===== config.mk =====
export PLATFORM = sky130hd
export DESIGN_NAME = ima_adpcm_decoder
export DESIGN_NICKNAME = d
export VERILOG_FILES = /design/src/rtl/ima_adpcm_decoder.sv
export SDC_FILE = /design/constraint.sdc
export NUM_CORES = 1
export LEC_CHECK = 0
export ABC_CLOCK_PERIOD_IN_PS = 3100
export CORE_ASPECT_RATIO = 0.75
export CORE_MARGIN = 2
export CORE_UTILIZATION = 45
export DETAILED_ROUTE_END_ITERATION = 8
export GPL_ROUTABILITY_DRIVEN = 0
export PLACE_DENSITY = 0.62
export SYNTH_ARGS = -nofsm -noshare
export SYNTH_HDL_FRONTEND = slang
export SYNTH_SLANG_ARGS = --single-unit

===== constraint.sdc =====
create_clock -name clk -period 3.1 [get_ports clk]
set_input_delay 0.465 -clock clk [delete_from_list [all_inputs] [get_ports clk]]
set_output_delay 0.465 -clock clk [all_outputs]
set_load 0.01 [all_outputs]

===== src/rtl/ima_adpcm_decoder.sv =====
// IMA ADPCM decoder: rebuilds signed 16-bit PCM from 4-bit codes with a
// five-state shift-add datapath, one code accepted every 5 clocks.
module ima_adpcm_decoder #(
    parameter int                 INIT_INDEX = 0,
    parameter logic signed [15:0] INIT_PRED  = 16'sd0
) (
    input  logic               clk,
    input  logic               rst_n,
    input  logic               clear,
    input  logic               in_valid,
    input  logic [3:0]         in_code,
    output logic               in_ready,
    output logic               out_valid,
    output logic signed [15:0] out_pcm,
    output logic [6:0]         out_index,
    output logic               overrun
);

    typedef enum logic [2:0] {S_IDLE, S_ACC2, S_ACC1, S_ACC0, S_APPLY} state_t;

    localparam logic [14:0] STEP_TBL [0:88] = '{
        15'd7,     15'd8,     15'd9,     15'd10,    15'd11,    15'd12,    15'd13,    15'd14,
        15'd16,    15'd17,    15'd19,    15'd21,    15'd23,    15'd25,    15'd28,    15'd31,
        15'd34,    15'd37,    15'd41,    15'd45,    15'd50,    15'd55,    15'd60,    15'd66,
        15'd73,    15'd80,    15'd88,    15'd97,    15'd107,   15'd118,   15'd130,   15'd143,
        15'd157,   15'd173,   15'd190,   15'd209,   15'd230,   15'd253,   15'd279,   15'd307,
        15'd337,   15'd371,   15'd408,   15'd449,   15'd494,   15'd544,   15'd598,   15'd658,
        15'd724,   15'd796,   15'd876,   15'd963,   15'd1060,  15'd1166,  15'd1282,  15'd1411,
        15'd1552,  15'd1707,  15'd1878,  15'd2066,  15'd2272,  15'd2499,  15'd2749,  15'd3024,
        15'd3327,  15'd3660,  15'd4026,  15'd4428,  15'd4871,  15'd5358,  15'd5894,  15'd6484,
        15'd7132,  15'd7845,  15'd8630,  15'd9493,  15'd10442, 15'd11487, 15'd12635, 15'd13899,
        15'd15289, 15'd16818, 15'd18500, 15'd20350, 15'd22385, 15'd24623, 15'd27086, 15'd29794,
        15'd32767
    };

    state_t             r_state, w_next;
    logic signed [15:0] r_pred;
    logic [6:0]         r_index;
    logic [3:0]         r_code;
    logic [14:0]        r_step;
    logic [16:0]        r_diff;
    logic               r_valid;
    logic               r_overrun;

    logic [14:0]        w_step;
    logic signed [7:0]  w_idx_delta;
    logic signed [7:0]  w_idx_sum;
    logic [6:0]         w_idx_sat;
    logic signed [17:0] w_sum;
    logic signed [15:0] w_pcm_sat;

    always_comb begin
        w_step = (r_index > 7'd88) ? 15'd32767 : STEP_TBL[r_index];
    end

    always_comb begin
        case (r_code[2:0])
            3'd4:    w_idx_delta = 8'sd2;
            3'd5:    w_idx_delta = 8'sd4;
            3'd6:    w_idx_delta = 8'sd6;
            3'd7:    w_idx_delta = 8'sd8;
            default: w_idx_delta = -8'sd1;
        endcase
        w_idx_sum = $signed({1'b0, r_index}) + w_idx_delta;
        if (w_idx_sum < 8'sd0)
            w_idx_sat = 7'd0;
        else if (w_idx_sum > 8'sd88)
            w_idx_sat = 7'd88;
        else
            w_idx_sat = w_idx_sum[6:0];
    end

    // 18 bits holds pred +/- 61436 without wrap, so clamping is exact
    always_comb begin
        if (r_code[3])
            w_sum = {{2{r_pred[15]}}, r_pred} - $signed({1'b0, r_diff});
        else
            w_sum = {{2{r_pred[15]}}, r_pred} + $signed({1'b0, r_diff});
        if (w_sum > 18'sd32767)
            w_pcm_sat = 16'sh7fff;
        else if (w_sum < -18'sd32768)
            w_pcm_sat = 16'sh8000;
        else
            w_pcm_sat = w_sum[15:0];
    end

    always_ff @(posedge clk or negedge rst_n) begin
        if (!rst_n)
            r_state <= S_IDLE;
        else if (clear)
            r_state <= S_IDLE;
        else
            r_state <= w_next;
    end

    always_comb begin
        w_next = r_state;
        case (r_state)
            S_IDLE:  if (in_valid) w_next = S_ACC2;
            S_ACC2:  w_next = S_ACC1;
            S_ACC1:  w_next = S_ACC0;
            S_ACC0:  w_next = S_APPLY;
            S_APPLY: w_next = S_IDLE;
            default: w_next = S_IDLE;
        endcase
    end

    always_ff @(posedge clk or negedge rst_n) begin
        if (!rst_n) begin
            r_pred    <= INIT_PRED;
            r_index   <= 7'(INIT_INDEX);
            r_code    <= '0;
            r_step    <= '0;
            r_diff    <= '0;
            r_valid   <= 1'b0;
            r_overrun <= 1'b0;
        end else if (clear) begin
            r_pred    <= INIT_PRED;
            r_index   <= 7'(INIT_INDEX);
            r_code    <= '0;
            r_step    <= '0;
            r_diff    <= '0;
            r_valid   <= 1'b0;
            r_overrun <= 1'b0;
        end else begin
            r_valid <= 1'b0;
            if (in_valid && r_state != S_IDLE)
                r_overrun <= 1'b1;
            case (r_state)
                S_IDLE: if (in_valid) begin
                    r_code <= in_code;
                    r_step <= w_step;
                    r_diff <= 17'(w_step >> 3);
                end
                S_ACC2:  if (r_code[2]) r_diff <= r_diff + 17'(r_step);
                S_ACC1:  if (r_code[1]) r_diff <= r_diff + 17'(r_step >> 1);
                S_ACC0:  if (r_code[0]) r_diff <= r_diff + 17'(r_step >> 2);
                S_APPLY: begin
                    r_pred  <= w_pcm_sat;
                    r_index <= w_idx_sat;
                    r_valid <= 1'b1;
                end
                default: ;
            endcase
        end
    end

    assign in_ready  = (r_state == S_IDLE);
    assign out_valid = r_valid;
    assign out_pcm   = r_pred;
    assign out_index = r_index;
    assign overrun   = r_overrun;

endmodule


==> Word-level counts from Yosys, hierarchy flattened <==
Memories as Yosys holds them, arrays and structs flattened.
Cells that the tools add are included.
{ "totals": {"inputBits": 8, "output_inout_bits": 26, "reg_bits": 64, "mem_count": 1, "rom_bits": 1920, "word_cells": 76} }
{ "memory_table": {"columns": ["memory", "depth", "width", "read_ports", "rd_ports_with_merged_regs", "write_ports", "line", "rtl"], "rows": [
  ["(name not given)", 128, 15, 1, 0, 0, "53", "w_step = (r_index > 7'd88) ? 15'd32767 : STEP_TBL[r_index];"]
]} }
{ "op_classes": {"bitwise": 1, "n_reduce_logical": 10, "n_mux": 32, "add_sub_neg": 6, "n_lt_le_gt_ge": 6, "eq_ne": 12} }
{ "op_table": {"columns": ["operator", "n"], "rows": [
  ["2-to-1 mux 15 bit", 6],
  ["2-to-1 mux 17 bit", 5],
  ["one-hot mux 17 bit (4 select lines)", 1],
  ["2-to-1 mux 16 bit", 4],
  ["one-hot mux 8 bit (4 select lines)", 1],
  ["2-to-1 mux 7 bit", 4],
  ["adder 18 x 17 -> 18 bit", 1],
  ["> comparator 18 x 16 -> 1 bit, second input constant", 1],
  ["< comparator 18 x 16 -> 1 bit, second input constant", 1],
  ["2-to-1 mux 18 bit", 1],
  ["subtractor 18 x 17 -> 18 bit", 1],
  ["adder 17 x 13 -> 17 bit", 1],
  ["adder 17 x 14 -> 17 bit", 1],
  ["adder 17 x 15 -> 17 bit", 1],
  ["== test 3 bit, second input constant", 5],
  ["2-to-1 mux 4 bit", 3],
  ["inequality test 3 bit, second input constant", 4],
  ["one-hot mux 3 bit (4 select lines)", 1],
  ["adder 8 bit", 1],
  ["greater-or-equal comparator 8 bit, second input constant", 1],
  ["> comparator 8 bit, second input constant", 1],
  ["< comparator 8 x 1 -> 1 bit, second input constant", 1],
  ["inverter 7 -> 8 bit", 1],
  ["nonzero test 2 bit", 4],
  ["other kinds (11)", 16]
]} }

==> Depth between registers and ports, before layout <==
Gate-level depths: netlist of the first run.
{ "depth": {"word_depth": 8, "depth_mapped": 17, "mapped_depth_nobuf": 15} }

==> Worst setup path after synthesis of the first run <==
Ideal clock, no wire load.
{ "synth_timing": {"path_type": "register -> register", "from": "reg r_diff[5]", "to": "reg r_pred[11], in the netlist out_pcm[11]", "setup_time_ns": 0.126, "setup_slack_ns": -0.197, "arrival_ns": 3.171, "stages_incl_launch_ff": 15, "synth_period_minus_slack_ns": 3.297, "t_required_ns": 2.974, "n_path_buf": 1, "path_cell_list": "dfrtp_1 -> nor4_4 -> a21oi_1 -> nor2_1 -> o21ai_0 -> xnor2_1 -> ha_1 -> and3_1 -> a311oi_1 -> a31oi_2 -> xnor2_2 -> o21bai_4 -> nor2_4 -> buf_6 -> a221o_1"} }
{ "synth_between": {"elab_chain_len": 7, "elab_cells_between_ends": 9, "classes_between": "add/sub: 2; order compare: 2; mux: 5"} }
{ "synth_lines": {"columns": ["element", "line", "rtl"], "rows": [
  ["start: declaration", "41", "logic [16:0] r_diff;"],
  ["start signal: assignment", "133", "r_diff <= 17'(w_step >> 3);"],
  ["start signal: assignment", "135", "S_ACC2: if (r_code[2]) r_diff <= r_diff + 17'(r_step);"],
  ["start signal: assignment", "136", "S_ACC1: if (r_code[1]) r_diff <= r_diff + 17'(r_step >> 1);"],
  ["adder 18 x 17 -> 18 bit or subtractor 18 x 17 -> 18 bit (tied branches)", "78, 76", null],
  ["2-to-1 mux 18 bit *", "75", "if (r_code[3])"],
  ["< comparator 18 x 16 -> 1 bit", "81", "else if (w_sum < -18'sd32768)"],
  ["2-to-1 mux 16 bit", "81", null],
  ["2-to-1 mux 16 bit *", "79", "if (w_sum > 18'sd32767)"],
  ["2-to-1 mux 16 bit *", "129", "case (r_state)"],
  ["2-to-1 mux 16 bit *", "117", "end else if (clear) begin"],
  ["end signal: assignment", "139", "r_pred <= w_pcm_sat;"],
  ["end: declaration", "37", "logic signed [15:0] r_pred;"]
]} }
Every way passes the cells marked *; elsewhere a longest branch is shown, timed or not. The select of a mux whose other input is x is not followed.
A chain may end at the register's enable or synchronous reset.

==> Final worst setup path of the first run <==
{ "layout_timing": {"from": "reg r_diff[2]", "to": "reg r_pred[3], in the netlist out_pcm[3]"} }
Same word-level chain as after synthesis.

==> reports/results.tsv, run 1 <==
stage	metric	value	unit
synth	synth_xor_xnor_area_share	6.43	%
floorplanning	fp.coreArea	0.0145	mm²
detailed_routing	detail_route.wirelength	21200	µm
synth	synth_warn	0	
grt	grt_util_all_layers	27.7	%
place	preCtsSetupSlack	-0.312	ns
worst_setup_path	timing.critical_path.arrival	3.60	ns
cells_and_area	layout_utilization	58.3	%
pwr	leakage	3.75	nW
timing	setup_viol	15	
floorplanning	cell_rows	38	
detailed_routing	post_drt_via_cell_ratio	6.04	
worst_setup_path	ff_to_ff_setup_slack	-0.27	ns
cells_and_area	antenna-diode-count	0	
synth	synth-edff-count	0	
pwr	power.clock.fraction	28.0	%
synth	synth-async-reset-ratio	100	%
floorplanning	die_area	0.0158	mm²
detailed_routing	dr.first_iter.drc_count	898	
timing	finalCritPeriodShare	109	%
detailed_routing	drc	0	
synth	yosysMostFrequentCell	nand2_1	
min_path	timing.hold.worst.class	input port to asynchronous set/reset pin	
clocking	clock_insertion_delay_worst_skew	0.34	ns
cells_and_area	area_overhead_vs_synth	26.6	%
worst_setup_path	required	3.32	ns
grt	grt_start_max_net_pins	71	
clocking	clockBufferDepth	2	
clocking	clock_tree_root_buffer_cell	clkbuf_16	
status	run_status	complete, but fails checks	
worst_setup_path	worst_setup_path_startpoint	r_diff[2]	
worst_setup_path	cp.depth	13	
status	failed_checks	negative setup slack	
worst_setup_path	rr_startpoint	r_diff[2]	
timing	post-route-min-period	3.37	ns
timing	tightestPinTransition	0.758	ns
synth	synth_top_flop_cell	dfrtp_1	
worst_setup_path	crit_family	compound AO/OA/AOI/OAI gates	
timing	slew_violations	0	
floorplanning	die_width	144	µm
synth	syn_inst	818	
synth	synth_top_family_by_area	compound AO/OA/AOI/OAI gates	
grt	grt_antenna_before_repair	1	
pwr	pwr-share-seq	24.4	%
detailed_routing	drt_pass1_iterations	6	
synth	yosysTopAreaCellShare	24.1	%
worst_setup_path	cp-end-kind	flop	
detailed_routing	detailroute.via_count	6852	
worst_setup_path	timing.critical_path.from_type	flop	
synth	synth_area_leader_cell	dfrtp_1	
worst_setup_path	cpMaxStageDelayCell	dfrtp_2	
synth	avgSynthCellArea	8.14	µm²
grt	grt_busiest_layer	met1	
pwr	switching_share	36.4	%
synth	synth_mux_area_share	3.08	%
synth	number_of_distinct_library_cells_after_synthesis	77	
synth	syn_area	0.00666	mm²
synth	synth.yosys.seq_area_share	24.1	%
place	dp_hpwl	16200	µm
pwr	power_report.internal_total	2.33	mW
worst_setup_path	worst-path-max-fanout	13	
worst_setup_path	crit_chain	nor4_4, and2_1, a21oi_1, xnor2_1, ha_1, nand3_4, a211oi_2, o311ai_4, a31oi_2, xnor2_2, o21bai_4, nor2_4, a221o_2	
pwr	power.ir.vdd_worst	371	µV
grt	grt_pass1_vias	6383	
clocking	cts_hold_buf	0	
grt	grt_util_met2	37.0	%
timing	totalNegativeSetupSlack	-3.61	ns
synth	yosys-top-cells-count	nand2_1 (99), a21oi_1 (69), o21ai_0 (69)	
synth	synth.area.top_cells	dfrtp_1 (24%), ha_1 (11%), nand2_1 (5.6%)	
worst_setup_path	criticalPathCategory	flop to flop	
floorplanning	floorplan.die.height	109	µm
floorplanning	starting_density_of_the_core	46.1	%
clocking	htree_levels	3	
timing	grt_setup_unrepaired	yes	
cells_and_area	final_nets	999	
clocking	cts_buffer_count	9	
pwr	power.switching	1.33	mW
timing	fin_skew	0.0102	ns
synth	yosys.area_share.adder	12.0	%
grt	grt_pass1_wl	34000	µm
detailed_routing	postRouteAntennaNets	0	
timing	worst_slack	-0.272	ns
worst_setup_path	setup.worst_path.end	out_pcm[3]	
clocking	tritoncts_clock_tree	built	
timing	hold_violations	0	
clocking	clkSinkCount	64	
synth	post_synth_and_or_nand_nor_area_fraction	18.9	%
cells_and_area	layout-drive-gt1-share	21.3	%
pwr	cellPowerDensity	434	mW/mm²
place	buffer_ports.inserted	33	
pwr	totalPowerFinal	3.66	mW
worst_setup_path	ff_to_ff_end	out_pcm[3]	
detailed_routing	routed_wire_length_per_instance	18.7	µm
timing	slew-limit-headroom	49.4	%
floorplanning	ios	34	
clocking	clkSlewWorstSetupHoldPaths	0.06	ns
worst_setup_path	timing.critical_path.buf_inv	0	
synth	synth_nets	888	
grt	global_routing_usage_on_met1	42.9	%
synth	ys_seq_elements	64	
pwr	power.share.combinational	47.6	%
grt	grt_util_met3	7.97	%
grt	overflow	0	
worst_setup_path	cp_slowest_stage_delay	0.42	ns
timing	timing.fmax	297	MHz
run	max_cap_viol_count	0	
synth	synth_compound_area_share	30.4	%
worst_setup_path	register_to_register_path_depth	13	
==> per-layer routing <==
metal / up-vias / share of wire [%]
met5: - / 0
met4: 0 / 1.9
li1: 3243 / -
met3: 45 / 10
met1: 3196 / 48
met2: 368 / 40
==> cells in the final DEF (no fill, tap or decap), drive strengths merged, types with 32 or more instances in the layout <==
cell type	instances
nor2	57
clkdlybuf4s50	32
ha	59
inv	33
nand2	99
a21oi	71
buf	114
dfrtp	64
xnor2	36
o21ai	73
==> worst min path at each step <==
stage,end,depth (start not counted),startpoint,slack (ns)
2_1_floorplan,out_index[0],0,rst_n,0.17
3_3_place_gp,overrun,2,overrun,0.48
3_5_place_dp,overrun,2,overrun,0.48
4_1_cts,r_diff[13],1,rst_n,0.22
5_1_grt,r_diff[13],1,rst_n,0.24
6_report,r_diff[13],1,rst_n,0.19
==> stage by stage <==
step                cell area (µm²)  instances  hold slack (ns)
floorplan                      6720        818            0.169
global placement               7870       1105            0.481
detailed placement             7870       1105            0.484
CTS                            8280       1126            0.219
global route                   8430       1134            0.241
finish                         8430       1134            0.186
==> repair_timing <==
action                                  4_1_cts  5_1_grt
gates resized for setup                      20       21
buffers inserted                              6        8
endpoints found under the setup margin       16       20
pin swaps                                    13       12
==> power groups by stage <==
stage	sequential [mW]	clock (mW)	combinational, mW
3_5_place_dp	0.904	0	1.60
5_1_grt	0.895	1.09	1.88
6_report	0.892	1.02	1.74
3_3_place_gp	0.903	0	1.58
4_1_cts	0.889	1.05	1.68
2_1_floorplan	0.903	0	1.07
==> sequential cells by signal (all words and copies together) (netlist names) <==
signal / cells
r_diff: 17
out_pcm: 16
r_step: 15
out_index: 7
r_code: 4
r_state: 3
out_valid: 1
overrun: 1
==> logic make-up (layout without fill, tap and decap cells) <==
kind of cell,Yosys count,count (layout)
compound gates,288,288
xor+xnor,48,48
fa+ha+maj,62,62
buf+inv,81,197
flops,64,64
mux,18,18
simple gates,257,257
==> cell type report <==
type                       instances  area [µm²]
inverter                          35         131
tap                              200         250
clock buffer                      11         243
fill                            1282        6020
sequential                        64        1610
clock inverter                     5        56.3
timing repair buffer             146        1240
multi-input combinational        673        4910
Power figures use the tool's default switching activity.
==> run 2: changes to the inputs <==
--- a/config.mk
+++ b/config.mk
@@ -6,12 +6,14 @@
 export NUM_CORES = 1
 export LEC_CHECK = 0
 export ABC_CLOCK_PERIOD_IN_PS = 3100
+export CAP_MARGIN = 30
 export CORE_ASPECT_RATIO = 0.75
 export CORE_MARGIN = 2
 export CORE_UTILIZATION = 45
 export DETAILED_ROUTE_END_ITERATION = 8
 export GPL_ROUTABILITY_DRIVEN = 0
 export PLACE_DENSITY = 0.62
+export SKIP_CTS_REPAIR_TIMING = 1
 export SYNTH_ARGS = -nofsm -noshare
 export SYNTH_HDL_FRONTEND = slang
 export SYNTH_SLANG_ARGS = --single-unit
==> reports/results.tsv, run 2 (synthesis gave the netlist of run 1 again) <==
stage	metric	value	unit
place	dp_hpwl	16200	µm
worst_setup_path	register_to_register_path_depth	13	
grt	grt_start_max_net_pins	71	
clocking	clock_tree_root_buffer_cell	clkbuf_16	
timing	post-route-min-period	3.40	ns
cells_and_area	antenna-diode-count	0	
cells_and_area	layout_commonest_cell	buf_4	
floorplanning	die_area	0.0158	mm²
timing	grt_setup_unrepaired	yes	
pwr	leakage	3.72	nW
grt	grt_pass1_vias	6307	
timing	fin_skew	0.0102	ns
pwr	totalPowerFinal	3.67	mW
worst_setup_path	cp-end-kind	flop	
detailed_routing	detail_route.wirelength	21300	µm
timing	totalNegativeSetupSlack	-4.31	ns
cells_and_area	regMostFlops	r_diff	
floorplanning	starting_density_of_the_core	46.1	%
clocking	htree_levels	3	
clocking	clkSinkCount	64	
clocking	tritoncts_clock_tree	built	
pwr	power.ir.vdd_worst	383	µV
timing	worst_slack	-0.302	ns
clocking	clock_insertion_delay_worst_skew	0.35	ns
worst_setup_path	timing.critical_path.from_type	flop	
cells_and_area	number_of_flip_flops_in_the_largest_register	17	
worst_setup_path	required	3.33	ns
worst_setup_path	crit_chain	nor4_4, buf_4, and3_4, a21oi_1, xnor2_1, ha_1, and3_4, a311oi_4, a31oi_2, xnor2_2, o21bai_4, nor2_4, a221o_2	
grt	grt_util_all_layers	27.4	%
floorplanning	die_width	144	µm
cells_and_area	fin_area	0.00835	mm²
floorplanning	fp.coreArea	0.0145	mm²
timing	tightestPinTransition	0.767	ns
grt	overflow	0	
floorplanning	ios	34	
cells_and_area	final_nets	994	
status	run_status	complete, but fails checks	
place	preCtsSetupSlack	-0.312	ns
clocking	clockBufferDepth	2	
worst_setup_path	timing.critical_path.buf_inv	1	
clocking	cts_buffer_count	9	
floorplanning	floorplan.die.height	109	µm
cells_and_area	most-common-layout-cells	buf_4 (103), nand2_1 (97), a21oi_1 (65), o21ai_0 (63), dfrtp_1 (62)	
timing	whs	0.185	ns
detailed_routing	drt_pass1_iterations	7	
grt	grt_antenna_before_repair	1	
timing	finalCritPeriodShare	110	%
detailed_routing	dr.first_iter.drc_count	798	
status	failed_checks	negative setup slack	
timing	setup_viol	16	
worst_setup_path	cp_slowest_stage_delay	0.41	ns
pwr	cellPowerDensity	440	mW/mm²
min_path	timing.hold.worst.class	input port to asynchronous set/reset pin	
worst_setup_path	worst-path-max-fanout	7	
detailed_routing	post_drt_via_cell_ratio	6.05	
grt	grt_pass1_wl	33500	µm
timing	timing.fmax	294	MHz
timing	hold_violations	0	
worst_setup_path	crit_family	compound AO/OA/AOI/OAI gates	
clocking	clkSlewWorstSetupHoldPaths	0.06	ns
detailed_routing	routed_wire_length_per_instance	18.9	µm
run	max_cap_viol_count	0	
detailed_routing	postRouteAntennaNets	0	
worst_setup_path	cpMaxStageDelayCell	dfrtp_1	
detailed_routing	drc	0	
grt	grt_busiest_layer	met1	
floorplanning	cell_rows	38	
grt	global_routing_usage_on_met1	43.1	%
worst_setup_path	crit_top_cell	and3_4	
cells_and_area	layout-drive-gt1-share	20.3	%
place	place_area	0.00787	mm²
worst_setup_path	timing.critical_path.arrival	3.63	ns
place	buffer_ports.inserted	33	
cells_and_area	area_overhead_vs_synth	25.4	%
worst_setup_path	cp.depth	13	
detailed_routing	detailroute.via_count	6828	
timing	slew_violations	0	
worst_setup_path	criticalPathCategory	flop to flop	
grt	grt_util_met2	36.1	%
timing	slew-limit-headroom	48.9	%
grt	grt_util_met3	7.58	%
-- run 2: power by group --
part,total (mW),internal (mW),switching [mW]
sequential,0.891,0.862,0.0290
clock,1.03,0.643,0.392
combinational,1.75,0.813,0.933
total,3.67,2.32,1.35
-- run 2: path summary, 6_finish.rpt --
check	from	slack, ns	to
max	r_diff[5]	-0.30	out_pcm[3]
min	rst_n	0.18	r_diff[13]
max reg2reg	r_diff[5]	-0.30	out_pcm[3]
min reg2reg	overrun	0.49	overrun
max in group asynchronous	rst_n	2.15	r_step[5]
min in group clk	overrun	0.49	overrun
-- run 2: cell type report --
class,instances,area [µm²]
clock buffers,11,243
clock inverters,5,56.3
fillers,1293,6100
inverters,35,131
multi-input cells,674,4900
flip-flops and latches,64,1600
well taps,200,250
repair buffers,140,1170
-- run 2: metal layers --
metal | up-vias | routed length, µm
li1 | 3240 | -
met1 | 3218 | 10400
met2 | 318 | 8510
met3 | 52 | 2000
met4 | 0 | 389
met5 | - | 0
-- run 2: metrics by stage --
stage                     std cells  utilization (%)
after detailed placement       1105             54.4
after global placement         1105             54.4
final                          1129             57.8
after CTS                      1121             56.5
after floorplan                 818                -
after global routing           1129             57.8
-- run 2: worst register-to-register path, cell delays in order, from the launching register on --
cell	delay, ns
dfrtp_1	0.41
nor4_4	0.33
buf_4	0.17
and3_4	0.21
a21oi_1	0.09
xnor2_1	0.14
ha_1	0.32
and3_4	0.22
a311oi_4	0.32
a31oi_2	0.16
xnor2_2	0.29
o21bai_4	0.22
nor2_4	0.09
a221o_2	0.31
